## src/rtl/trng_bus_pkg.sv

```systemverilog
// trng_bus_pkg: shared constants and types for the TRNG register bus arbiter.
// Holds the TRNG register map, the common CTRL control words, the arbiter state
// enum and the maximum supported number of requesters.
package trng_bus_pkg;

    localparam int MAX_M = 4;

    localparam logic [31:0] ADDR_CTRL       = 32'h0000_0000;
    localparam logic [31:0] ADDR_XOR        = 32'h0000_0024;
    localparam logic [31:0] ADDR_STATE_CTRL = 32'h0000_0028;

    localparam logic [31:0] CTRL_IDLE  = 32'h0280_f700;
    localparam logic [31:0] CTRL_CFG   = 32'h0280_f70b;
    localparam logic [31:0] CTRL_RUN   = 32'h0280_f76b;
    localparam logic [31:0] CTRL_RD_EN = 32'h0280_f77b;

    typedef enum logic {
        ARB_UNLOCKED,
        ARB_LOCKED
    } arb_state_e;

endpackage

```

## src/rtl/trng_rr_pick.sv

```systemverilog
// trng_rr_pick: combinational round-robin picker.
// Ports: req    - request vector
//        ptr    - highest-priority index this cycle
//        mask   - requests allowed to win (all ones when unrestricted)
//        gnt    - one-hot grant, zero when nothing eligible
//        idx    - index of the granted requester
//        any    - a grant was issued
module trng_rr_pick
    import trng_bus_pkg::*;
#(
    parameter int NUM_M = 2,
    parameter int IW    = (NUM_M > 1) ? $clog2(NUM_M) : 1
) (
    input  logic [NUM_M-1:0] req,
    input  logic [IW-1:0]    ptr,
    input  logic [NUM_M-1:0] mask,
    output logic [NUM_M-1:0] gnt,
    output logic [IW-1:0]    idx,
    output logic             any
);

    logic [IW-1:0] c;

    // Scan from the farthest offset back to ptr so the nearest eligible
    // requester is the last one written and therefore wins.
    always_comb begin
        gnt = '0;
        idx = '0;
        any = 1'b0;
        c   = '0;
        for (int k = NUM_M - 1; k >= 0; k--) begin
            c = IW'((int'(ptr) + k) % NUM_M);
            if (req[c] && mask[c]) begin
                idx = c;
                gnt = NUM_M'(1) << c;
                any = 1'b1;
            end
        end
    end

endmodule

```

## src/rtl/trng_bus_arbiter.sv

```systemverilog
// trng_bus_arbiter: round-robin arbiter sharing the TRNG register slave port
// between NUM_M requesters, with locked multi-access sequences, a lock timeout
// and tagged read-data return.
// Ports: CLK_I/RESETN_I            - clock, asynchronous active-low reset
//        M_REQ_I/M_LOCK_I/M_WRITE_I - per-master request, lock, direction
//        M_ADDR_I/M_WDATA_I        - per-master payload, 32 bits each, packed
//        M_ACK_O                   - combinational accept (one-hot or zero)
//        M_RVALID_O/M_RDATA_O      - registered read return
//        LOCK_ERR_O                - one-cycle pulse on lock timeout
//        SEL_O/WRITE_O/ADDR_O/WDATA_O/RDATA_I - TRNG register slave port
module trng_bus_arbiter
    import trng_bus_pkg::*;
#(
    parameter int NUM_M      = 2,
    parameter int RD_LATENCY = 1,
    parameter int LOCK_TMO   = 255
) (
    input  logic                CLK_I,
    input  logic                RESETN_I,
    input  logic [NUM_M-1:0]    M_REQ_I,
    input  logic [NUM_M-1:0]    M_LOCK_I,
    input  logic [NUM_M-1:0]    M_WRITE_I,
    input  logic [NUM_M*32-1:0] M_ADDR_I,
    input  logic [NUM_M*32-1:0] M_WDATA_I,
    output logic [NUM_M-1:0]    M_ACK_O,
    output logic [NUM_M-1:0]    M_RVALID_O,
    output logic [31:0]         M_RDATA_O,
    output logic                LOCK_ERR_O,
    output logic                SEL_O,
    output logic                WRITE_O,
    output logic [31:0]         ADDR_O,
    output logic [31:0]         WDATA_O,
    input  logic [31:0]         RDATA_I
);

    localparam int IW = (NUM_M > 1) ? $clog2(NUM_M) : 1;

    arb_state_e                  state, state_d;
    logic [IW-1:0]               owner, owner_d, rr_ptr, rr_d, idx;
    logic [7:0]                  tmo_cnt, tmo_d;
    logic                        err_d, acc, any;
    logic [NUM_M-1:0]            gnt, mask;
    logic [RD_LATENCY:0]         tag_v;
    logic [RD_LATENCY:0][IW-1:0] tag_id;

    function automatic logic [IW-1:0] wrap_inc(input logic [IW-1:0] i);
        return IW'((int'(i) + 1) % NUM_M);
    endfunction

    // While locked only the owner is eligible.
    assign mask = (state == ARB_LOCKED) ? NUM_M'(1) << owner : '1;

    trng_rr_pick #(
        .NUM_M(NUM_M),
        .IW   (IW)
    ) u_pick (
        .req (M_REQ_I),
        .ptr (rr_ptr),
        .mask(mask),
        .gnt (gnt),
        .idx (idx),
        .any (any)
    );

    // Gated by reset so no master sees an accept while the bus is held in reset.
    assign acc     = any & RESETN_I;
    assign M_ACK_O = acc ? gnt : '0;

    // An owner accept takes priority over a timeout detected in the same cycle.
    always_comb begin
        state_d = state;
        owner_d = owner;
        rr_d    = rr_ptr;
        tmo_d   = tmo_cnt;
        err_d   = 1'b0;
        if (acc) begin
            state_d = M_LOCK_I[idx] ? ARB_LOCKED : ARB_UNLOCKED;
            owner_d = idx;
            rr_d    = wrap_inc(idx);
            tmo_d   = '0;
        end else if (state == ARB_LOCKED) begin
            if (tmo_cnt == 8'(LOCK_TMO)) begin
                state_d = ARB_UNLOCKED;
                rr_d    = wrap_inc(owner);
                tmo_d   = '0;
                err_d   = 1'b1;
            end else begin
                tmo_d = tmo_cnt + 8'd1;
            end
        end
    end

    always_ff @(posedge CLK_I or negedge RESETN_I) begin
        if (!RESETN_I) begin
            state      <= ARB_UNLOCKED;
            owner      <= '0;
            rr_ptr     <= '0;
            tmo_cnt    <= '0;
            LOCK_ERR_O <= 1'b0;
        end else begin
            state      <= state_d;
            owner      <= owner_d;
            rr_ptr     <= rr_d;
            tmo_cnt    <= tmo_d;
            LOCK_ERR_O <= err_d;
        end
    end

    // Slave strobe plus a tag shift register: stage RD_LATENCY lines up with
    // the cycle RDATA_I is valid for the read issued RD_LATENCY cycles earlier.
    always_ff @(posedge CLK_I or negedge RESETN_I) begin
        if (!RESETN_I) begin
            SEL_O      <= 1'b0;
            WRITE_O    <= 1'b0;
            ADDR_O     <= '0;
            WDATA_O    <= '0;
            tag_v      <= '0;
            tag_id     <= '0;
            M_RVALID_O <= '0;
            M_RDATA_O  <= '0;
        end else begin
            SEL_O      <= acc;
            tag_v      <= {tag_v[RD_LATENCY-1:0], acc & ~M_WRITE_I[idx]};
            tag_id     <= {tag_id[RD_LATENCY-1:0], idx};
            M_RVALID_O <= tag_v[RD_LATENCY] ? NUM_M'(1) << tag_id[RD_LATENCY] : '0;
            if (acc) begin
                WRITE_O <= M_WRITE_I[idx];
                ADDR_O  <= M_ADDR_I[32*idx +: 32];
                WDATA_O <= M_WDATA_I[32*idx +: 32];
            end
            if (tag_v[RD_LATENCY]) begin
                M_RDATA_O <= RDATA_I;
            end
        end
    end

endmodule

```

## config.mk

```make
export PLATFORM = sky130hd
export DESIGN_NAME = trng_bus_arbiter
export DESIGN_NICKNAME = d
export VERILOG_FILES = /design/src/rtl/trng_bus_pkg.sv /design/src/rtl/trng_rr_pick.sv /design/src/rtl/trng_bus_arbiter.sv
export SDC_FILE = /design/constraint.sdc
export NUM_CORES = 1
export LEC_CHECK = 0
export CAP_MARGIN = 20
export CORE_ASPECT_RATIO = 1.1
export CORE_MARGIN = 1.5
export CORE_UTILIZATION = 28
export CTS_CLUSTER_SIZE = 30
export DETAILED_ROUTE_END_ITERATION = 10
export GPL_TIMING_DRIVEN = 0
export PLACE_DENSITY = 0.6
export SLEW_MARGIN = 25
export SYNTH_ARGS = -nofsm -noshare
export SYNTH_HDL_FRONTEND = slang
export SYNTH_SLANG_ARGS = --single-unit
```

## constraint.sdc

```tcl
create_clock -name CLK_I -period 4.7 [get_ports CLK_I]
set_clock_uncertainty 0.05 [all_clocks]
set_input_delay 0.94 -clock CLK_I [delete_from_list [all_inputs] [get_ports CLK_I]]
set_output_delay 0.94 -clock CLK_I [all_outputs]
set_load 0.01 [all_outputs]
```

==> flow_summary.ini, run 1 <==
[status]
status = finished, final reports clean

[sta]
min_period_over_period_pct = 83.9
worstMarginPinSlew_ns = 0.538
whs_ns = 0.295
drv_slew = 0
postLayoutSetupSlackWorst_ns = 0.759
setup_viol = 0
max_slew_margin_pct = 64.2
hold_violations = 0
final_period_minus_worst_setup_slack_ns = 3.94
setup_repair_after_global_routing_missed_its_margin = false
max_clock_freq_mhz = 254
total_neg_setup_slack_ns = 0

[die]
design.die.area_mm2 = 0.0176
core.rowCount = 49
initial_core_util_pct = 28.7
core_mm2 = 0.0164
io_pins = 271
die_h_um = 139
die_w_um = 127

[global_route]
antenna_violations_before_repair = 0
globalRouteOverflowTotal = 0
grt_pass1_wl_mm = 23.9
grt.total_usage_pct = 17.7
grt_max_degree = 84
via_count_of_the_first_global_routing_pass = 4400

[logic_synthesis]
synth_fa_ha_area_share_pct = 0.266
synth_area_leaders = sky130_fd_sc_hd__dfrtp_1 62%, sky130_fd_sc_hd__a222oi_1 14%, sky130_fd_sc_hd__mux2_2 7.7%
synth_top_flop_cell = sky130_fd_sc_hd__dfrtp_1
share_of_flip_flops_with_an_asynchronous_set_or_reset_after_synthesis_pct = 100
synth_cell_type_count = 38
synth_top_area_share_pct = 61.6
syn_area_per_cell_um2 = 12.7
synth_nets = 541
synth_top_family_by_area = compound AO/OA/AOI/OAI gates
ys_seq_area_share_pct = 61.6
synth_area_in_xor_xnor_pct = 0.372
synth_edf_count = 0
synth_compound_gate_area_share_pct = 16.2
ys.warnings.count = 0
synthSimpleGateAreaFrac_pct = 4.68
ys_ff_latch = 116
post_synth_mux_area_share_pct = 8.08
yosys.area.top_type = sky130_fd_sc_hd__dfrtp_1
synth_cells = 372
netlist_area_mm2 = 0.00471

[drt]
wl_met1_mm = 5.93
top_layer_used = met4
detailedRoute.firstIterationViolations = 323
drt_drc_violations_left = 0
vias = 4245
routed_via_density = 4.83
ant_nets = 0
wire_per_inst_um = 17.3
number_of_optimization_iterations_in_the_first_detailed_route_pass = 7
wl_met3_mm = 1.47
met2_length_mm = 7.48
postRouteWirelength_mm = 15.2

[setup_path]
required_ns = 3.71
cp_cell_sequence = buf_8, buf_16, o2111a_1, clkbuf_1, clkdlybuf4s50_1
arrival_time_of_data_at_the_critical_path_endpoint_ns = 2.95
timing.rr.start = state$_DFF_PN0_
critical_path_peak_fanout = 83
timing_worst_setup_path_type = input port to primary output
r2r_cells = 6
setup.reg_to_reg.worst_slack_ns = 2.81
path_depth = 5
crit_path_start_kind = input port
timing.critical_path.to = M_ACK_O[0]
critical_path_launch_point = RESETN_I
worstSetupEndpointType = primary output
worstReg2RegEnd = WDATA_O[21]$_DFFE_PN0P_
slowest_delay_ns = 0.63
cp_slowest_cell = sky130_fd_sc_hd__clkdlybuf4s50_1
critical_path.n_buffers_inverters = 4
cpLargestDelayFamily = buffers and inverters

[final_layout]
final_common_cell = sky130_fd_sc_hd__clkdlybuf4s50_1
diodes = 0
layout-area-overhead-vs-synth_pct = 76.1
count_of_placed_standard_cells_in_the_final_layout_fillers_left_out = 878
post_route_cells_drive_above_1_share_pct = 12.2
finish.utilization_pct = 50.5
filler_cell_count = 1497
layout_common_cells = 269 x sky130_fd_sc_hd__clkdlybuf4s50_1, 116 x sky130_fd_sc_hd__dfrtp_1, 66 x sky130_fd_sc_hd__inv_1
num-nets-final = 831
post-route-cell-area_mm2 = 0.00829

[placement]
dp_hpwl_mm = 11.5
placed_instance_area_mm2 = 0.00770
placed_cells_incl_taps = 847
placement.setup.worst_slack_ns = 0.671
place_congestion = 0.786
place.port_buffers = 270

[clock_tree]
numCtsBuffers = 17
cts_resizes = 0
clock_sink_count = 116
tritoncts = yes
clockBufferDepth = 2
holdBufCountCts = 0
clock_latency_ns = 0.41
cts_max_level = 4
clk_pin_slew_ns = 0.05
cts_post_setup_buffers_inserted = 0
cts.root.buffer_cell = sky130_fd_sc_hd__clkbuf_16

[pwr]
finalPower_mw = 4.93
power.switching_fraction_pct = 29.7
seq_power_share_pct = 34.2
power.switching_mw = 1.46
power.clock.fraction_pct = 26.1
cellPowerDensity_mw_per_mm2 = 595
power_frac_comb_pct = 39.7
leakagePower_nw = 3.67
pint_mw = 3.47
power.ir.vdd_worst_mv = 0.227

[run]
max_cap_viol_count = 0

[worst_hold_path]
hp-class = flip-flop to flip-flop
layer usage:
layer  vias to the layer above  global-route usage, %
met5                         -                      0
met1                      2012                   20.7
met4                         0                   7.42
met3                        21                   6.56
li1                       1963                      -
met2                       249                   29.2
worst reg2reg max path, stage by stage, from the launching register on:
cell	delay [ns]
sky130_fd_sc_hd__dfrtp_1	0.35
sky130_fd_sc_hd__buf_2	0.17
sky130_fd_sc_hd__o2111a_1	0.32
sky130_fd_sc_hd__buf_2	0.23
sky130_fd_sc_hd__buf_2	0.23
sky130_fd_sc_hd__a222oi_1	0.33
sky130_fd_sc_hd__inv_1	0.08
Yosys cell counts (4+ instances only):
cell type / n
sky130_fd_sc_hd__nand2_1: 8
sky130_fd_sc_hd__dfrtp_1: 116
sky130_fd_sc_hd__nor2_1: 8
sky130_fd_sc_hd__buf_2: 11
sky130_fd_sc_hd__mux2_2: 32
sky130_fd_sc_hd__buf_6: 5
sky130_fd_sc_hd__a222oi_1: 64
sky130_fd_sc_hd__nand3_1: 4
sky130_fd_sc_hd__inv_1: 66
sky130_fd_sc_hd__nand2b_1: 5
sky130_fd_sc_hd__clkbuf_1: 9
registers in the layout, indices dropped and copies added, names as in the netlist:
register / cells
M_RVALID_O: 2
tag_v: 2
state: 1
SEL_O: 1
WDATA_O: 32
rr_ptr: 1
tmo_cnt: 8
WRITE_O: 1
M_RDATA_O: 32
LOCK_ERR_O: 1
tag_id: 2
owner: 1
ADDR_O: 32
power groups by stage:
stage / Clock [mW] / Sequential, mW / Combinational, mW
after CTS: 1.33 / 1.69 / 1.98
final: 1.29 / 1.69 / 1.96
after detailed placement: 0 / 1.69 / 1.98
after global routing: 1.37 / 1.75 / 2.11
after global placement: 0 / 1.68 / 1.95
after floorplan: 0 / 1.85 / 0.638
worst min path at each step:
stage / from / end / cells past startpoint / slack, ns
3_3_place_gp: tag_v[0]$_DFF_PN0_ / tag_v[1]$_DFF_PN0_ / 0 / 0.28
4_1_cts: tag_v[0]$_DFF_PN0_ / tag_v[1]$_DFF_PN0_ / 0 / 0.30
2_1_floorplan: tag_id[0]$_DFF_PN0_ / tag_id[1]$_DFF_PN0_ / 0 / 0.28
3_5_place_dp: tag_v[0]$_DFF_PN0_ / tag_v[1]$_DFF_PN0_ / 0 / 0.29
5_1_grt: tag_id[0]$_DFF_PN0_ / tag_id[1]$_DFF_PN0_ / 0 / 0.31
6_report: tag_v[0]$_DFF_PN0_ / tag_v[1]$_DFF_PN0_ / 0 / 0.29
logic make-up after synthesis:
kind of cell	Yosys count
xor+xnor	2
compound gates	82
simple gates	41
buf+inv	96
fa+ha+maj	1
flops	116
mux	34
cell type report:
class / count / area [µm²] / share of cell area, %
Sequential cell: 116 / 2900 / 35.0
Timing Repair Buffer: 271 / 2740 / 33.0
Multi-Input combinational cell: 160 / 1400 / 16.8
Clock buffer: 21 / 460 / 5.55
Inverter: 68 / 255 / 3.08
Tap cell: 204 / 255 / 3.08
Buffer: 28 / 156 / 1.89
Clock inverter: 10 / 131 / 1.58
Note: power is estimated with default switching activity, not from simulation.
==> run 2: changes to the inputs <==
- PLACE_DENSITY: 0.6 -> 0.63
- clock period: 4.7 -> 3.25 ns (I/O delays scaled with it)
==> run 2 against run 1 <==
Largest cell class is now buffers. Final area increased by 0.65%. Sequential power grew 45%. Routed wire length grew 2.4%. Via count grew 1.7%. Global-route usage hardly changed. First-iteration DRC count is 41% higher. Highest routed layer unchanged. Sequential cell count stayed put. Largest power group unchanged.
==> flow_summary.ini, run 2 (synthesized netlist as in run 1, its figures left out) <==
[status]
status = finished, final reports clean

[drt]
vias = 4318
number_of_optimization_iterations_in_the_first_detailed_route_pass = 10
drt_drc_violations_left = 0
routed_via_density = 4.92
wire_per_inst_um = 17.7
postRouteWirelength_mm = 15.5
detailedRoute.firstIterationViolations = 454
ant_nets = 0

[sta]
worstMarginPinSlew_ns = 0.589
setup_viol = 0
hold_violations = 0
max_slew_margin_pct = 60.7
final_period_minus_worst_setup_slack_ns = 3.14
setup_repair_after_global_routing_missed_its_margin = false
drv_slew = 0
min_period_over_period_pct = 96.5
max_clock_freq_mhz = 319
postLayoutSetupSlackWorst_ns = 0.115

[final_layout]
post_route_cells_drive_above_1_share_pct = 12.0
finish.utilization_pct = 50.8
layout_common_cells = 269 x sky130_fd_sc_hd__clkdlybuf4s50_1, 116 x sky130_fd_sc_hd__dfrtp_1, 66 x sky130_fd_sc_hd__inv_1
layout_top_registers = ADDR_O (32), M_RDATA_O (32), WDATA_O (32)
num-nets-final = 832
post-route-cell-area_mm2 = 0.00835
final_common_cell = sky130_fd_sc_hd__clkdlybuf4s50_1
layout-area-overhead-vs-synth_pct = 77.2
count_of_placed_standard_cells_in_the_final_layout_fillers_left_out = 878
diodes = 0

[setup_path]
worstSetupEndpointType = primary output
crit_path_start_kind = input port
critical_path.n_buffers_inverters = 3
cpLargestDelayFamily = buffers and inverters
arrival_time_of_data_at_the_critical_path_endpoint_ns = 2.44
cp_slowest_cell = sky130_fd_sc_hd__clkdlybuf4s50_1
cp_cell_sequence = clkdlybuf4s50_1, nand2b_1, o21ai_1, or2_1, inv_2, clkdlybuf4s50_1
critical-path-top-cell-by-count = sky130_fd_sc_hd__clkdlybuf4s50_1
required_ns = 2.55
timing_worst_setup_path_type = input port to primary output
slowest_delay_ns = 0.58
critical_path_peak_fanout = 12

[clock_tree]
clock_sink_count = 116
holdBufCountCts = 0
tritoncts = yes
cts_post_setup_buffers_inserted = 0
clockBufferDepth = 2
cts_max_level = 4
numCtsBuffers = 17
clock_latency_ns = 0.41
clk_pin_slew_ns = 0.05
cts.root.buffer_cell = sky130_fd_sc_hd__clkbuf_16

[global_route]
globalRouteOverflowTotal = 0
grt_pass1_wl_mm = 24.2
antenna_violations_before_repair = 0
grt_use_met3_pct = 7.87
grt.total_usage_pct = 17.7
grt_max_degree = 69
via_count_of_the_first_global_routing_pass = 4570
globalRouteMet1Util_pct = 19.1
grt-busiest-layer = met2
grt.met2_usage_pct = 30.2

[placement]
place_congestion = 0.791
placement.setup.worst_slack_ns = -0.264
place.port_buffers = 270
dp_hpwl_mm = 11.4
placed_instance_area_mm2 = 0.00770
placed_cells_incl_taps = 847

[die]
die_w_um = 127
io_pins = 271
core.rowCount = 49
initial_core_util_pct = 28.7
core_mm2 = 0.0164
design.die.area_mm2 = 0.0176
die_h_um = 139

[pwr]
power.switching_fraction_pct = 29.6
power_frac_comb_pct = 39.8
power.switching_mw = 2.11
leakagePower_nw = 3.70
seq_power_share_pct = 34.4
power.clock.fraction_pct = 25.8
cellPowerDensity_mw_per_mm2 = 853
pint_mw = 5.01
power.ir.vdd_worst_mv = 0.332

[worst_hold_path]
hp-class = input port to async pin

[run]
max_cap_viol_count = 0
[run 2: path summary, 6_finish.rpt]
path                                startpoint                      end  slack (ns)  depth (start not counted)
max                                 M_REQ_I[0]               M_ACK_O[1]        0.11                          6
min                                   RESETN_I    ADDR_O[5]$_DFFE_PN0P_        0.04                          1
max reg2reg                    state$_DFF_PN0_  WDATA_O[28]$_DFFE_PN0P_        1.30                          8
min reg2reg                tag_id[0]$_DFF_PN0_      tag_id[1]$_DFF_PN0_        0.30                          0
max in group asynchronous             RESETN_I   tmo_cnt[1]$_DFFE_PN0P_        2.58                          2
min in group CLK_I         tag_id[0]$_DFF_PN0_      tag_id[1]$_DFF_PN0_        0.30                          0
[run 2: final cells by class]
| class | instances | area (µm²) |
|---|---|---|
| clock inverters | 4 | 70.1 |
| multi-input cells | 160 | 1400 |
| repair buffers | 273 | 2810 |
| clock buffers | 26 | 509 |
| inverters | 68 | 255 |
| fillers | 1462 | 8090 |
| flip-flops and latches | 116 | 2900 |
| well taps | 204 | 255 |
| plain buffers | 27 | 153 |
[run 2: worst register-to-register path: stages (launching register included)]
cell and delay, ns:
sky130_fd_sc_hd__dfrtp_1 0.35, sky130_fd_sc_hd__buf_2 0.18, sky130_fd_sc_hd__o21ai_1 0.17, sky130_fd_sc_hd__or2_1 0.22
sky130_fd_sc_hd__inv_2 0.14, sky130_fd_sc_hd__buf_6 0.17, sky130_fd_sc_hd__buf_2 0.20, sky130_fd_sc_hd__a222oi_1 0.27
sky130_fd_sc_hd__inv_1 0.08
[run 2: power by group through the flow]
stage                     Combinational [mW]  Sequential (mW)  Clock [mW]
after CTS                               2.87             2.45        1.89
after detailed placement                2.85             2.46           0
after floorplan                        0.923             2.67           0
after global placement                  2.82             2.43           0
final                                   2.83             2.45        1.83
after global routing                    3.05             2.53        1.97
[run 2: what timing repair did]
action / 4_1_cts / 5_1_grt
resized for setup: 3 / 0
setup endpoints to repair: 2 / 1
cloned: 1 / 1
[run 2: stage by stage]
stage | setup TNS [ns] | hold slack [ns] | power [mW]
after detailed placement | -0.468 | 0.285 | 5.32
after floorplan | 0 | 0.281 | 3.60
final | 0 | 0.0358 | 7.11
after CTS | 0 | 0.0729 | 7.21
after global placement | -661.77 | 0.284 | 5.24
after global routing | 0 | 0.0252 | 7.55
[run 2: layer usage]
metal / wire (µm) / up-vias / part of all wire [%]
li1: - / 1968 / -
met1: 5790 / 2083 / 37
met2: 7730 / 246 / 50
met3: 1720 / 21 / 11
met4: 286 / 0 / 1.8
met5: 0 / - / 0
==> run 3: changes to the inputs <==
- DONT_BUFFER_PORTS: unset -> 1
- MAX_ROUTING_LAYER: unset -> met4
- PLACE_DENSITY: 0.63 -> 0.41
==> run 3 against run 2 <==
The run now ends with negative hold slack left. Clock power rose by 7%. Core utilization fell by 17 points. Die area did not move. Clock-buffer cell count fell by 7. Sequential share of layout area rose by 17 points. Fmax rose by 27%. First-iteration DRC count fell by 25%. Largest cell class is now sequential cells. Highest routed layer unchanged.
==> flow_summary.ini, run 3 (synthesized netlist as in run 1, its figures left out) <==
[pwr]
seq_power_share_pct = 48.2
power.clock.fraction_pct = 33.2
cellPowerDensity_mw_per_mm2 = 1050
power.ir.vdd_worst_mv = 0.313
leakagePower_nw = 2.61
pint_mw = 3.96
power_frac_comb_pct = 18.6
finalPower_mw = 5.87
power.switching_fraction_pct = 32.5
power.switching_mw = 1.91

[status]
violations = negative hold slack
status = finished with violations

[global_route]
globalRouteOverflowTotal = 0
antenna_violations_before_repair = 0
grt.total_usage_pct = 14.6
via_count_of_the_first_global_routing_pass = 3389
grt_max_degree = 121
grt_pass1_wl_mm = 18.8

[die]
initial_core_util_pct = 28.7
io_pins = 271
die_w_um = 127
die_h_um = 139
core.rowCount = 49
design.die.area_mm2 = 0.0176
core_mm2 = 0.0164

[clock_tree]
cts_max_level = 4
numCtsBuffers = 17
clock_latency_ns = 0.40
clockBufferDepth = 2
cts.root.buffer_cell = sky130_fd_sc_hd__clkbuf_16
tritoncts = yes
clock_sink_count = 116
clk_pin_slew_ns = 0.05

[final_layout]
layout-area-overhead-vs-synth_pct = 18.7
layout_common_cells = 116 x sky130_fd_sc_hd__dfrtp_1, 66 x sky130_fd_sc_hd__inv_1, 64 x sky130_fd_sc_hd__a222oi_1
final_common_cell = sky130_fd_sc_hd__dfrtp_1
diodes = 0
post_route_cells_drive_above_1_share_pct = 20.3
layout_top_registers = ADDR_O (32), M_RDATA_O (32), WDATA_O (32)
num-nets-final = 560
count_of_placed_standard_cells_in_the_final_layout_fillers_left_out = 608

[setup_path]
crit_path_start_kind = flip-flop
arrival_time_of_data_at_the_critical_path_endpoint_ns = 1.76
timing_worst_setup_path_type = flip-flop to primary output
required_ns = 2.55
r2r_cells = 8
worstSetupEndpointType = primary output
critical_path_peak_fanout = 10

[sta]
max_clock_freq_mhz = 407
max_slew_margin_pct = 63.8
setup_repair_after_global_routing_missed_its_margin = false
whs_ns = -0.102
total_neg_setup_slack_ns = 0
postLayoutSetupSlackWorst_ns = 0.791
min_period_over_period_pct = 75.7
worstMarginPinSlew_ns = 0.543
drv_slew = 0
setup_viol = 0
final_period_minus_worst_setup_slack_ns = 2.46
hold_violations = 116

[run]
max_cap_viol_count = 0

[drt]
ant_nets = 0
routed_via_density = 5.35
vias = 3252
postRouteWirelength_mm = 12.5
drt_drc_violations_left = 0
wire_per_inst_um = 20.5
number_of_optimization_iterations_in_the_first_detailed_route_pass = 8
detailedRoute.firstIterationViolations = 342

[placement]
place_congestion = 0.757
placed_cells_incl_taps = 576
placement.setup.worst_slack_ns = 1.04
place.port_buffers = 0
dp_hpwl_mm = 8.95

[worst_hold_path]
hp-class = input port to async pin
==> run 3: final cells by class <==
class / instances / area [µm²]
Buffer: 28 / 156
Fill cell: 1657 / 10800
Multi-Input combinational cell: 160 / 1400
Inverter: 68 / 255
Clock buffer: 19 / 443
Clock inverter: 13 / 183
Sequential cell: 116 / 2900
Tap cell: 204 / 255
==> run 3: worst max-delay path: stages (launching register included) <==
cell                       delay (ns)
sky130_fd_sc_hd__dfrtp_1         0.35
sky130_fd_sc_hd__buf_2           0.18
sky130_fd_sc_hd__nand2_1         0.07
sky130_fd_sc_hd__o2111a_1        0.30
sky130_fd_sc_hd__clkbuf_1        0.45
==> run 3: worst paths after layout <==
path                                             end                 from  slack, ns
max                                       M_ACK_O[0]      state$_DFF_PN0_       0.79
min                        M_RDATA_O[25]$_DFFE_PN0P_             RESETN_I      -0.10
min in group CLK_I                tag_v[0]$_DFF_PN0_         M_WRITE_I[1]       0.29
max in group asynchronous   M_RDATA_O[3]$_DFFE_PN0P_             RESETN_I       2.91
max reg2reg                    ADDR_O[3]$_DFFE_PN0P_      state$_DFF_PN0_       1.34
min reg2reg                      tag_id[1]$_DFF_PN0_  tag_id[0]$_DFF_PN0_       0.30
==> run 3: power groups by stage <==
stage | Sequential (mW) | Combinational (mW) | Clock (mW)
3_5_place_dp | 2.85 | 1.12 | 0
6_report | 2.83 | 1.09 | 1.95
5_1_grt | 2.91 | 1.24 | 2.08
3_3_place_gp | 2.86 | 1.07 | 0
2_1_floorplan | 2.67 | 0.923 | 0
4_1_cts | 2.84 | 1.11 | 2.01
==> run 3: routing by layer <==
metal | routed length, µm | track usage (%) | vias to the layer above
met5 | 0 | - | -
met4 | 159 | 6.10 | 0
met3 | 1240 | 5.09 | 10
met2 | 6190 | 23.2 | 212
met1 | 4870 | 16.7 | 1606
li1 | - | - | 1424
==> run 3: metrics by stage <==
stage | area, µm² | utilization (%)
global route | 5590 | 34.0
global placement | 4960 | 30.2
CTS | 5590 | 34.0
detailed placement | 4960 | 30.2
finish | 5590 | 34.0
floorplan | 4710 | -
==> run 3: timing repair <==
item                      4_1_cts  5_1_grt
hold endpoints to repair      116      116
setup buffers                   0        0
gates resized for setup         0        0
